## src/rtl/bitstream_gen_double.sv

```systemverilog
// Double-buffered unary bitstream generator: a value waits in a shadow register while the
// active value streams, and each period emits `active` ones in bit-reversed counter order.
module bitstream_gen_double #(
  parameter int BWID = 8
) (
  input  logic            clk,
  input  logic            rst,
  input  logic            iValid,
  input  logic [BWID-1:0] iData,
  output logic            oReady,
  input  logic            iHold,
  output logic            oBit,
  output logic            oValid,
  output logic            oLast
);

  typedef enum logic [0:0] {
    IDLE = 1'b0,
    RUN  = 1'b1
  } state_t;

  localparam logic [BWID-1:0] ZERO_C = {BWID{1'b0}};
  localparam logic [BWID-1:0] ONE_C  = {{(BWID-1){1'b0}}, 1'b1};
  localparam logic [BWID-1:0] MAX_C  = {BWID{1'b1}};

  // Reverse the bit order of the period counter.
  function automatic logic [BWID-1:0] bitrev(input logic [BWID-1:0] v);
    logic [BWID-1:0] r;
    for (int i = 0; i < BWID; i++) begin
      r[i] = v[BWID-1-i];
    end
    return r;
  endfunction

  state_t          state_r, state_s;
  logic [BWID-1:0] cnt_r, cnt_s;
  logic [BWID-1:0] active_r, active_s;
  logic [BWID-1:0] shadow_r, shadow_s;
  logic            svalid_r, svalid_s;
  logic            load_s;

  // Stream handshake and output bit, all decoded from current state.
  always_comb begin
    oReady = ~svalid_r;
    load_s = iValid & ~svalid_r;
    oValid = (state_r == RUN) & ~iHold;
    oLast  = oValid & (cnt_r == MAX_C);
    oBit   = oValid & (active_r > bitrev(cnt_r));
  end

  // Next-state logic: swap the shadow into active when idle or at the end of a period.
  always_comb begin
    state_s  = state_r;
    cnt_s    = cnt_r;
    active_s = active_r;
    shadow_s = shadow_r;
    svalid_s = svalid_r;
    case (state_r)
      IDLE: begin
        if (svalid_r) begin
          active_s = shadow_r;
          svalid_s = 1'b0;
          cnt_s    = ZERO_C;
          state_s  = RUN;
        end else begin
          state_s  = IDLE;
        end
      end
      RUN: begin
        if (oValid) begin
          cnt_s = cnt_r + ONE_C;
          if (oLast) begin
            if (svalid_r) begin
              active_s = shadow_r;
              svalid_s = 1'b0;
              state_s  = RUN;
            end else begin
              state_s  = IDLE;
            end
          end else begin
            state_s = RUN;
          end
        end else begin
          state_s = RUN;
        end
      end
      default: begin
        state_s = IDLE;
      end
    endcase
    // A load only happens while the shadow is empty, so it never collides with a swap.
    if (load_s) begin
      shadow_s = iData;
      svalid_s = 1'b1;
    end else begin
      shadow_s = shadow_s;
    end
  end

  // State registers with synchronous reset.
  always_ff @(posedge clk) begin
    if (rst) begin
      state_r  <= IDLE;
      cnt_r    <= ZERO_C;
      active_r <= ZERO_C;
      shadow_r <= ZERO_C;
      svalid_r <= 1'b0;
    end else begin
      state_r  <= state_s;
      cnt_r    <= cnt_s;
      active_r <= active_s;
      shadow_r <= shadow_s;
      svalid_r <= svalid_s;
    end
  end

endmodule

```

## config.mk

```make
export PLATFORM = sky130hd
export DESIGN_NAME = bitstream_gen_double
export DESIGN_NICKNAME = d
export VERILOG_FILES = /design/src/rtl/bitstream_gen_double.sv
export SDC_FILE = /design/constraint.sdc
export NUM_CORES = 1
export LEC_CHECK = 0
export BUFFER_PORTS_ARGS = -buffer_cell sky130_fd_sc_hd__buf_4
export CORE_MARGIN = 1
export CORE_UTILIZATION = 50
export CTS_CLUSTER_DIAMETER = 120
export DETAILED_ROUTE_END_ITERATION = 7
export PLACE_DENSITY = 0.71
export REMOVE_ABC_BUFFERS = 1
export SLEW_MARGIN = 20
export SYNTH_ARGS = -nofsm -noshare
export SYNTH_HDL_FRONTEND = slang
export SYNTH_SLANG_ARGS = --single-unit
```

## constraint.sdc

```tcl
create_clock -name clk -period 1.6 [get_ports clk]
set_input_delay 0.16 -clock clk [delete_from_list [all_inputs] [get_ports clk]]
set_output_delay 0.16 -clock clk [all_outputs]
set_load 0.02 [all_outputs]
```

# == Yosys cells after proc, flatten, opt, wreduce, memory -nomap -nowiden ==
# Index checks and enable logic that the tools add are counted.
# classes
eq_ne,6
bitwise,7
magnitude_cmp,1
reduce_logical,3
addsub,1
mux,15
# ops
operator,n
$mux W8,5
$pmux W8 S2,2
$add A8 B1 Y8 const B,1
$eq A8 B8 Y1 const B,1
$gt A8 B8 Y1,1
$mux W1,6
$ne A2 B2 Y1 const B,3
$ne A3 B2 Y1 const B,2
$reduce_and A2 Y1,3
$and A1 B1 Y1,4
$pmux W1 S2,2
$not A1 Y1,3
# word_totals
in_bits,12
output_inout_bits,4
register_bits,26

# == Logic depth before layout (Yosys ltp) ==
# Gate-level depths: netlist of run 1.
# depth
depth_word,7
mapped_depth,6

# == Worst setup path before layout of run 1 ==
# No wires, ideal clock.
# synth_timing
path_kind,register to output
start,register state_r
end,output port oBit
stages_incl_launch_ff,5
arrival_time_ns,1.339
required_ns,1.440
n_path_buf,1
slack_ns,0.101
cell_sequence,dfxtp_1 > buf_2 > nor2b_1 > o21ai_0 > o21ba_2
# synth_via
elab_chain_len,2
# synth_lines
element,line_no,text
from (decl),35,"state_t state_r, state_s;"
from (signal assigned),109,state_r <= state_s;
$and A1 B1 Y1,46,oValid = (state_r == RUN) & ~iHold;
net oValid,13,"output logic oValid,"
$and A1 B1 Y1,48,oBit = oValid & (active_r > bitrev(cnt_r));
to (decl),12,"output logic oBit,"
# The timed path passes the listed nets, and every way through them passes these cells.

# == Final worst setup path of run 1 ==
# layout_timing
start,register active_r[1]
end,output port oBit
# layout_via
elab_chain_len,2
# layout_lines
element,line_no,text
from (decl),37,"logic [BWID-1:0] active_r, active_s;"
from (signal assigned),111,active_r <= active_s;
$gt A8 B8 Y1,48,
$and A1 B1 Y1,48,
# Every way passes these cells.

==> metrics.md, run 1 <==
| Metric | Value |
|---|---|
| Min-delay src | iData[2] |
| Number of detailed-route iterations in the first pass | 4 |
| ANT nets after route | 0 |
| Final setup TNS | -0.2116 ns |
| Slew Viols, Final | 0 |
| Critical Path Max Stage Delay | 0.37 ns |
| Global Route Usage Sum | 22.02% |
| Area of the mapped netlist | 1469 um^2 |
| Crit Path Max Fanout | 3 |
| Number of synthesized register bits | 26 |
| CTS tree | done |
| Crit path depth | 6 |
| Yosys cell types | 33 |
| Final HPWL DP | 2407 um |
| First-pass GRT wire length | 5589 um |
| Clock slew at reported path FFs | 0.13 ns |
| Failing checks | setup timing |
| Largest cells by area after synthesis | dfxtp_1, nand2_1, ha_1 |
| DIE HEIGHT | 56.20 um |
| Fillers | 250 |
| Num CTS Buffers | 3 |
| Total power | 0.001136 W |
| Count leader, synth | nand2_1 |
| Top FF cell, synth | dfxtp_1 |
| Routed vias/inst | 5.935 |
| Synth Warn # | 0 |
| Fin crit period | 1.812 ns |
| Clock H-tree levels | 1 |
| Reg2Reg Depth | 6 |
| Worst-Skew Late Latency | 0.31 ns |
| Largest net degree at the start of global routing | 44 |
| Startpoint Class | flip-flop |
| Worst Hold Depth | 3 |
| Cells after Synth | 180 |
| # DRC | 0 |
| Final setup fails | 1 |
| Clock Skew | 0.002740 ns |
| Max-cap check violation count | 0 |
| Die area | 3158 um^2 |
| P&R area growth vs syn | 20.53% |
| Critical path cell sequence | ha_4 > nor2b_4 > o211ai_1 > a21oi_2 > o21ba_2 > buf_6 |
| EDFF count, synth | 0 |
| Final hold violation count | 0 |
| Synth top cells by count | nand2_1, dfxtp_1, a21oi_1 |
| PortBufs | 15 |
| Synth area leader | dfxtp_1 |
| Hold WC Path Type | primary input to flip-flop |
| Antenna Diode Count | 0 |
| Fin worst setup slack | -0.2116 ns |
| CTS Buffer Depth | 2 |
| Post-DP Area | 1658 um^2 |
| RSZ-0062 raised after global routing | yes |
| Worst Setup SP | active_r[1]$_SDFFE_PP0P_ |
| Required @ worst endpoint | 1.44 ns |
| Worst path buffer plus inverter count | 1 |
| Top-area cell type share of the netlist area | 35.43% |
| Routed wire length | 3361 um |
| Clk sink count | 26 |
| Vias in the first global route | 1286 |
| Remaining Overflow, GRT | 0 |
| Final hold slack | 0.07382 ns |
| Fraction of layout cells with a size suffix above 1 | 28.14% |
| RePlAce Congestion | 0.9315 |
| Slowest CP cell | dfxtp_2 |
| Final #Nets | 222 |
| Inst Count DP | 225 |
| Peak Freq | 0.5520 GHz |
| Row count | 19 |
| Crit path DAT | 1.65 ns |
| First DRT Iteration DRCs | 32 |
| Starting Density | 52.81% |
| Die W | 56.20 um |
| Fin cells | 230 |
| Pwr/cell area | 641.5 nW/um^2 |
| Critical R2R Launch | cnt_r[0]$_SDFFE_PP0P_ |
| CP endpoint kind | output port |
| Root Driver | clkbuf_4 |
| Headroom to the max-slew limit | 55.73% |
| Status | complete, but fails checks |
| Leak Pwr | 0.6589 nW |
| Design area | 1770 um^2 |
| Cts hold-fix bufs | 0 |
| Avg Cell Area, Syn | 8.161 um^2 |
| Worst VDD drop | 602.3 uV |
| Worst slew pin tran | 0.6628 ns |
| Crit-path leading delay family | compound AO/OA/AOI/OAI gates |
| Sequential-to-total area share from yosys stat | 35.43% |
| Core outline area | 2781 um^2 |
| Ports | 16 |
| Initial antenna violation count | 0 |
| Setup Crit Path Kind | flip-flop to output port |
| Crit share post-route | 113.2% |
| Ys async rst share | 0% |
| Wire length per cell | 14.61 um |
| Vias | 1365 |
## through the flow
step	util, %	setup WS [ns]
after global routing	63.65	-0.2874
final	63.65	-0.2116
after CTS	61.94	-0.2426
after global placement	59.60	0.04128
after detailed placement	59.60	-0.01005
after floorplan	-	-0.06542
## placed cells by master (no fill, tap or decap), types with 3 or more instances in the layout
| cell type | netlist | final |
|---|---|---|
| a21oi_1 | 16 | 14 |
| clkbuf_4 | 0 | 3 |
| ha_1 | 9 | 6 |
| o311ai_1 | 2 | 7 |
| nand2_1 | 35 | 34 |
| mux2_2 | 3 | 3 |
| nand4_1 | 5 | 5 |
| nand4b_1 | 9 | 9 |
| dfxtp_1 | 26 | 17 |
| inv_1 | 9 | 8 |
| dfxtp_2 | 0 | 7 |
| buf_4 | 0 | 26 |
| nor2_1 | 9 | 9 |
| a31oi_1 | 9 | 9 |
| nor3b_1 | 7 | 7 |
## where the power goes
| part | switching, W | internal [W] | total (W) |
|---|---|---|---|
| Combinational | 0.0000936 | 0.0000751 | 0.000169 |
| Sequential | 0.0000254 | 0.000668 | 0.000693 |
| Clock | 0.000186 | 0.0000881 | 0.000274 |
| Total | 0.000305 | 0.000831 | 0.00114 |
## kinds of logic after synthesis
logic type | after synthesis | share of synthesized area [%]
simple gates | 79 | 29.73
compound gates | 41 | 17.97
flops | 26 | 35.43
buf+inv | 21 | 6.218
fa+ha+maj | 9 | 7.666
mux | 4 | 2.981
## what timing repair did
item / in CTS / in global routing
pin swaps: 4 / 2
endpoints found under the hold margin: 0 / 0
setup buffers: 1 / 1
resized for setup: 15 / 14
setup endpoints to repair: 6 / 12
cloned: 0 / 0
## layout make-up
type                    instances  area, um^2  share of cell area, %
inverters                       9       33.78                  1.908
well taps                      31       38.79                  2.191
repair buffers                 28       226.5                  12.79
flip-flops and latches         26       536.8                  30.32
clock buffers                   3       22.52                  1.272
multi-input cells             133       912.1                  51.52
## state kept, by name, indices dropped and copies added (netlist names)
name      flops
svalid_r      1
shadow_r      8
cnt_r         8
active_r      8
state_r       1
## layer usage
metal / track usage [%] / up-vias / wire length [um]
met3: 2.558 / 6 / 68
met4: 5.923 / 0 / 34
met2: 37.93 / 26 / 1654
li1: - / 694 / -
met1: 29.11 / 639 / 1603
met5: 0 / - / 0
## worst paths after layout
path	endpoint	slack [ns]
max	oBit	-0.21
min	shadow_r[2]$_SDFFE_PP0P_	0.07
max reg2reg	svalid_r$_SDFFE_PP0P_	0.03
min reg2reg	shadow_r[3]$_SDFFE_PP0P_	0.48
## worst register-to-register path, cell delays in order, from the launching register on
cell	delay [ns]
dfxtp_2	0.35
buf_4	0.12
ha_2	0.21
nor2b_4	0.17
or3b_4	0.40
a31oi_1	0.17
nor2_1	0.05
No activity file was read; power rests on OpenSTA's default activity.
==> run 2: changes to the inputs <==
--- a/config.mk
+++ b/config.mk
@@ -12,6 +12,7 @@
 export DETAILED_ROUTE_END_ITERATION = 7
 export PLACE_DENSITY = 0.71
 export REMOVE_ABC_BUFFERS = 1
+export SKIP_LAST_GASP = 1
 export SLEW_MARGIN = 20
 export SYNTH_ARGS = -nofsm -noshare
 export SYNTH_HDL_FRONTEND = slang
==> run 2 against run 1 <==
Net effect:
- the flow still finishes with violations (setup timing)
- critical path depth unchanged
- cell area stayed put
- fmax grew 0.10%
- combinational power is essentially flat
- die area stayed put
- largest power group unchanged
==> metrics.md, run 2 (synthesized netlist as in run 1, its figures left out) <==
| Metric | Value |
|---|---|
| NetSw | 0.0003038 W |
| Remaining Overflow, GRT | 0 |
| Setup Slack @ Placement | -0.01005 ns |
| Status | complete, but fails checks |
| ANT nets after route | 0 |
| Ports | 16 |
| Final HPWL DP | 2407 um |
| Max-cap check violation count | 0 |
| PortBufs | 15 |
| RSZ-0062 raised after global routing | yes |
| Worst VDD drop | 602.7 uV |
| Largest net degree at the start of global routing | 44 |
| Setup slack, reg-to-reg | 0.03 ns |
| Most frequent cells in the layout | nand2_1, buf_4, dfxtp_1 |
| Critical path cell sequence | ha_4 > nor2b_4 > o211ai_1 > a21oi_2 > o21ba_2 > buf_6 |
| Design area | 1770 um^2 |
| Crit Path Max Fanout | 3 |
| Fillers | 250 |
| Worst Setup SP | active_r[1]$_SDFFE_PP0P_ |
| Routed wire length | 3353 um |
| Worst Hold Depth | 3 |
| Pwr/cell area | 641.0 nW/um^2 |
| Critical Path Max Stage Delay | 0.37 ns |
| Initial antenna violation count | 0 |
| WHS Endpoint | shadow_r[2]$_SDFFE_PP0P_ |
| Hold WC Path Type | primary input to flip-flop |
| Crit share post-route | 113.1% |
| Vias in the first global route | 1286 |
| Leak Pwr | 0.6578 nW |
| Clock Power Share | 24.1% |
| Failing checks | setup timing |
| Peak Freq | 0.5525 GHz |
| Crit path DAT | 1.65 ns |
| Inst Count DP | 225 |
| Fin crit period | 1.810 ns |
| Clock Skew | 0.003163 ns |
| Final setup fails | 1 |
| Num CTS Buffers | 3 |
| Vias | 1367 |
| Reg2Reg Depth | 6 |
| Clock H-tree levels | 1 |
| Worst path buffer plus inverter count | 1 |
| Core outline area | 2781 um^2 |
| CP endpoint kind | output port |
| Antenna Diode Count | 0 |
| CTS tree | done |
| Fin cells | 230 |
| Headroom to the max-slew limit | 56.02% |
| Fraction of layout cells with a size suffix above 1 | 28.14% |
| Int Pwr | 0.0008310 W |
| Starting Density | 52.81% |
| Critical R2R Launch | cnt_r[0]$_SDFFE_PP0P_ |
| Setup Crit Path Kind | flip-flop to output port |
| Reg area | 536.8 um^2 |
| Area of the multi-input gates | 912.1 um^2 |
| Post-DP Area | 1658 um^2 |
| Comb pwr share | 14.8% |
| Min-delay src | iData[2] |
| Row count | 19 |
| Global Route Usage Sum | 22.02% |
| Final #Nets | 222 |
| Slowest CP cell | dfxtp_2 |
| RePlAce Congestion | 0.9315 |
| Wire length per cell | 14.58 um |
| Root Driver | clkbuf_4 |
| Startpoint Class | flip-flop |
| Total power | 0.001135 W |
| Top Registers | active_r (8), cnt_r (8), shadow_r (8) |
| Clk sink count | 26 |
| Reg-to-reg endpoint | svalid_r$_SDFFE_PP0P_ |
| Clock slew at reported path FFs | 0.13 ns |
| Fin worst setup slack | -0.2098 ns |
| Number of detailed-route iterations in the first pass | 4 |
| Worst slew pin tran | 0.6583 ns |
| CTS Buffer Depth | 2 |
| Required @ worst endpoint | 1.44 ns |
| # DRC | 0 |
| Die W | 56.20 um |
| Worst-Skew Late Latency | 0.31 ns |
| First-pass GRT wire length | 5589 um |
| Slew Viols, Final | 0 |
| DIE HEIGHT | 56.20 um |
| First DRT Iteration DRCs | 32 |
| Final hold slack | 0.07337 ns |
| Routed vias/inst | 5.943 |
| Final hold violation count | 0 |
| P&R area growth vs syn | 20.53% |
| Sw Ratio | 26.77% |
| Crit-path leading delay family | compound AO/OA/AOI/OAI gates |
| Sequential fraction of design power | 61.1% |
| Commonest non-fill, non-tap cell in the layout | nand2_1 |
| Die area | 3158 um^2 |
==> run 2: cell counts in the layout (fill, tap and decap cells not counted) <==
Identical to the previous run, type by type.
==> run 2: repair_timing <==
item,in CTS,in global routing
gates resized for setup,15,13
endpoints found under the setup margin,6,12
pin swaps,4,2
hold buffers,0,0
setup buffers,1,1
==> run 2: metrics by stage <==
| stage | utilization, % | setup TNS, ns |
|---|---|---|
| 6_report | 63.65 | -0.2098 |
| 5_1_grt | 63.65 | -0.5164 |
| 4_1_cts | 61.94 | -0.2426 |
| 3_5_place_dp | 59.60 | -0.01005 |
| 3_3_place_gp | 59.60 | 0 |
| 2_1_floorplan | - | -0.06542 |
==> run 2: power by group through the flow <==
stage	clock, W	combinational (W)	sequential, W
final	0.000273	0.000168	0.000693
after detailed placement	0	0.000156	0.000710
after global placement	0	0.000148	0.000708
after CTS	0.000280	0.000162	0.000695
after floorplan	0	0.0000731	0.000710
after global routing	0.000309	0.000187	0.000697
==> run 2: worst reg2reg max path, cell delays in order, from the launching register on <==
cell and delay [ns]:
dfxtp_2 0.35, buf_4 0.12, ha_2 0.21, nor2b_4 0.17, or3b_4 0.40, a31oi_1 0.17, nor2_1 0.05
==> run 2: routing by layer <==
metal | GRT usage [%] | routed length, um
met1 | 29.11 | 1601
met2 | 37.93 | 1651
met3 | 2.558 | 66
met4 | 5.923 | 34
met5 | 0 | 0
==> run 2: layout make-up <==
cell class	instances	area share, %
timing repair buffer	28	12.79
multi-input combinational	133	51.52
inverter	9	1.908
clock buffer	3	1.272
sequential	26	30.32
tap	31	2.191
==> run 2: how the worst max path moves through the flow <==
stage	to	slack, ns	cells after the start
after floorplan	oBit	-0.07	3
after global placement	oBit	0.04	7
after detailed placement	oBit	-0.01	6
after CTS	oBit	-0.24	7
after global routing	oBit	-0.29	6
final	oBit	-0.21	6
==> run 3: changes to the inputs <==
--- a/config.mk
+++ b/config.mk
@@ -12,6 +12,7 @@
 export DETAILED_ROUTE_END_ITERATION = 7
 export PLACE_DENSITY = 0.71
 export REMOVE_ABC_BUFFERS = 1
+export SKIP_CTS_REPAIR_TIMING = 1
 export SKIP_LAST_GASP = 1
 export SLEW_MARGIN = 20
 export SYNTH_ARGS = -nofsm -noshare
==> run 3 against run 2 <==
Net effect:
- the run still ends with setup timing left
- count of clock-buffer cells in the layout did not move
- combinational power barely moved
- register-to-register slack improved by 0.08 ns
- worst setup slack lost 0.029 ns
- routed wire length decreased by 0.36%
- die area unchanged
- non-clock buffer count down 1
- total power shrank 0.50%
- flip-flop and latch count is the same
- sequential share of layout area rose by 0.45 points
- via count shrank 0.37%
- worst hold slack about the same
==> metrics.md, run 3 (synthesized netlist as in run 1, its figures left out) <==
| Metric | Value |
|---|---|
| Status | complete, but fails checks |
| Failing checks | setup timing |
| Top Registers | active_r (8), cnt_r (8), shadow_r (8) |
| Routed vias/inst | 5.948 |
| Final #Nets | 221 |
| Hold WC Path Type | primary input to flip-flop |
| # DRC | 0 |
| CTS tree | done |
| Area of the multi-input gates | 902.1 um^2 |
| RePlAce Congestion | 0.9315 |
| Setup Crit Path Kind | flip-flop to output port |
| RSZ-0062 raised after global routing | yes |
| First DRT Iteration DRCs | 31 |
| Slew Viols, Final | 0 |
| ANT nets after route | 0 |
| Fin worst setup slack | -0.2387 ns |
| Post-DP Area | 1658 um^2 |
| Reg area | 540.5 um^2 |
| P&R area growth vs syn | 19.59% |
| Crit Path Max Fanout | 5 |
| Remaining Overflow, GRT | 0 |
| Worst slew pin tran | 0.6549 ns |
| Num CTS Buffers | 3 |
| Worst VDD drop | 602.3 uV |
| Leak Pwr | 0.6387 nW |
| CTS Buffer Depth | 2 |
| Ports | 16 |
| Fin crit period | 1.839 ns |
| Wire length per cell | 14.59 um |
| Inst Count DP | 225 |
| CP endpoint kind | output port |
| Root Driver | clkbuf_4 |
| Final hold violation count | 0 |
| Headroom to the max-slew limit | 56.25% |
| Fraction of layout cells with a size suffix above 1 | 26.26% |
| Crit path DAT | 1.68 ns |
| Routed wire length | 3341 um |
| Crit share post-route | 114.9% |
| Pwr/cell area | 642.8 nW/um^2 |
| Starting Density | 52.81% |
| Worst-Skew Late Latency | 0.31 ns |
| Clock slew at reported path FFs | 0.13 ns |
| Required @ worst endpoint | 1.44 ns |
| Core outline area | 2781 um^2 |
| Met3 Use GR | 2.558% |
| Largest net degree at the start of global routing | 44 |
| Die W | 56.20 um |
| Startpoint Class | flip-flop |
| Design area | 1757 um^2 |
| Vias in the first global route | 1275 |
| Die area | 3158 um^2 |
| Clock H-tree levels | 1 |
| First-pass GRT wire length | 5506 um |
| Final core utilization | 63.16% |
| Final HPWL DP | 2407 um |
| Global Route Usage Sum | 21.68% |
| Commonest non-fill, non-tap cell in the layout | nand2_1 |
| Fin cells | 229 |
| Clock Skew | 0.004298 ns |
| Met1 Use GR | 28.53% |
| Met2 GRT Util | 37.41% |
| Antenna Diode Count | 0 |
| Initial antenna violation count | 0 |
| Number of detailed-route iterations in the first pass | 4 |
| DIE HEIGHT | 56.20 um |
| PortBufs | 15 |
| Max-cap check violation count | 0 |
| Fillers | 252 |
| Total power | 0.001129 W |
| GRT Max-Usage Layer | met2 |
| Peak Freq | 0.5439 GHz |
| Final setup fails | 1 |
| Row count | 19 |
| Most frequent cells in the layout | nand2_1, buf_4, dfxtp_1 |
| Clk sink count | 26 |
| Vias | 1362 |
## run 3: worst max-delay path, stage by stage, from the launching register on
cell	delay [ns]
dfxtp_4	0.39
inv_1	0.09
ha_4	0.29
nand4_1	0.14
o21ai_1	0.16
o21ba_2	0.18
buf_6	0.13
## run 3: metrics by stage
stage / worst slack (ns) / setup TNS, ns / hold WS, ns
floorplan: -0.06542 / -0.06542 / 0.2291
global placement: 0.04128 / 0 / 0.4065
detailed placement: -0.01005 / -0.01005 / 0.4188
CTS: -0.3849 / -0.4905 / 0.07037
global route: -0.3089 / -0.3089 / 0.05639
finish: -0.2387 / -0.2387 / 0.07350
## run 3: cell type report
type | instances | share of cell area, %
Clock buffer | 3 | 1.282
Inverter | 9 | 1.923
Multi-Input combinational cell | 133 | 51.35
Sequential cell | 26 | 30.77
Tap cell | 31 | 2.208
Timing Repair Buffer | 27 | 12.46
## run 3: report_power, final
group	internal [W]	leakage, nW	switching, W
Clock	0.0000881	0.0138	0.000184
Combinational	0.0000730	0.408	0.0000922
Sequential	0.000666	0.217	0.0000263
## run 3: metal layers
metal  wire length, um  vias up  part of all wire (%)
met5                 0        -                     0
met4                34        0                   1.0
met3                55        6                   1.6
met2              1633       16                    49
met1              1618      645                    48
li1                  -      695                     -
## run 3: worst paths after layout
path / from / slack (ns) / endpoint / cells past startpoint
hold / removal: iData[2] / 0.07 / shadow_r[2]$_SDFFE_PP0P_ / 3
setup / recovery: cnt_r[0]$_SDFFE_PP0P_ / -0.24 / oBit / 6
setup reg to reg: cnt_r[1]$_SDFFE_PP0P_ / 0.11 / svalid_r$_SDFFE_PP0P_ / 5
hold reg to reg: shadow_r[3]$_SDFFE_PP0P_ / 0.48 / shadow_r[3]$_SDFFE_PP0P_ / 2
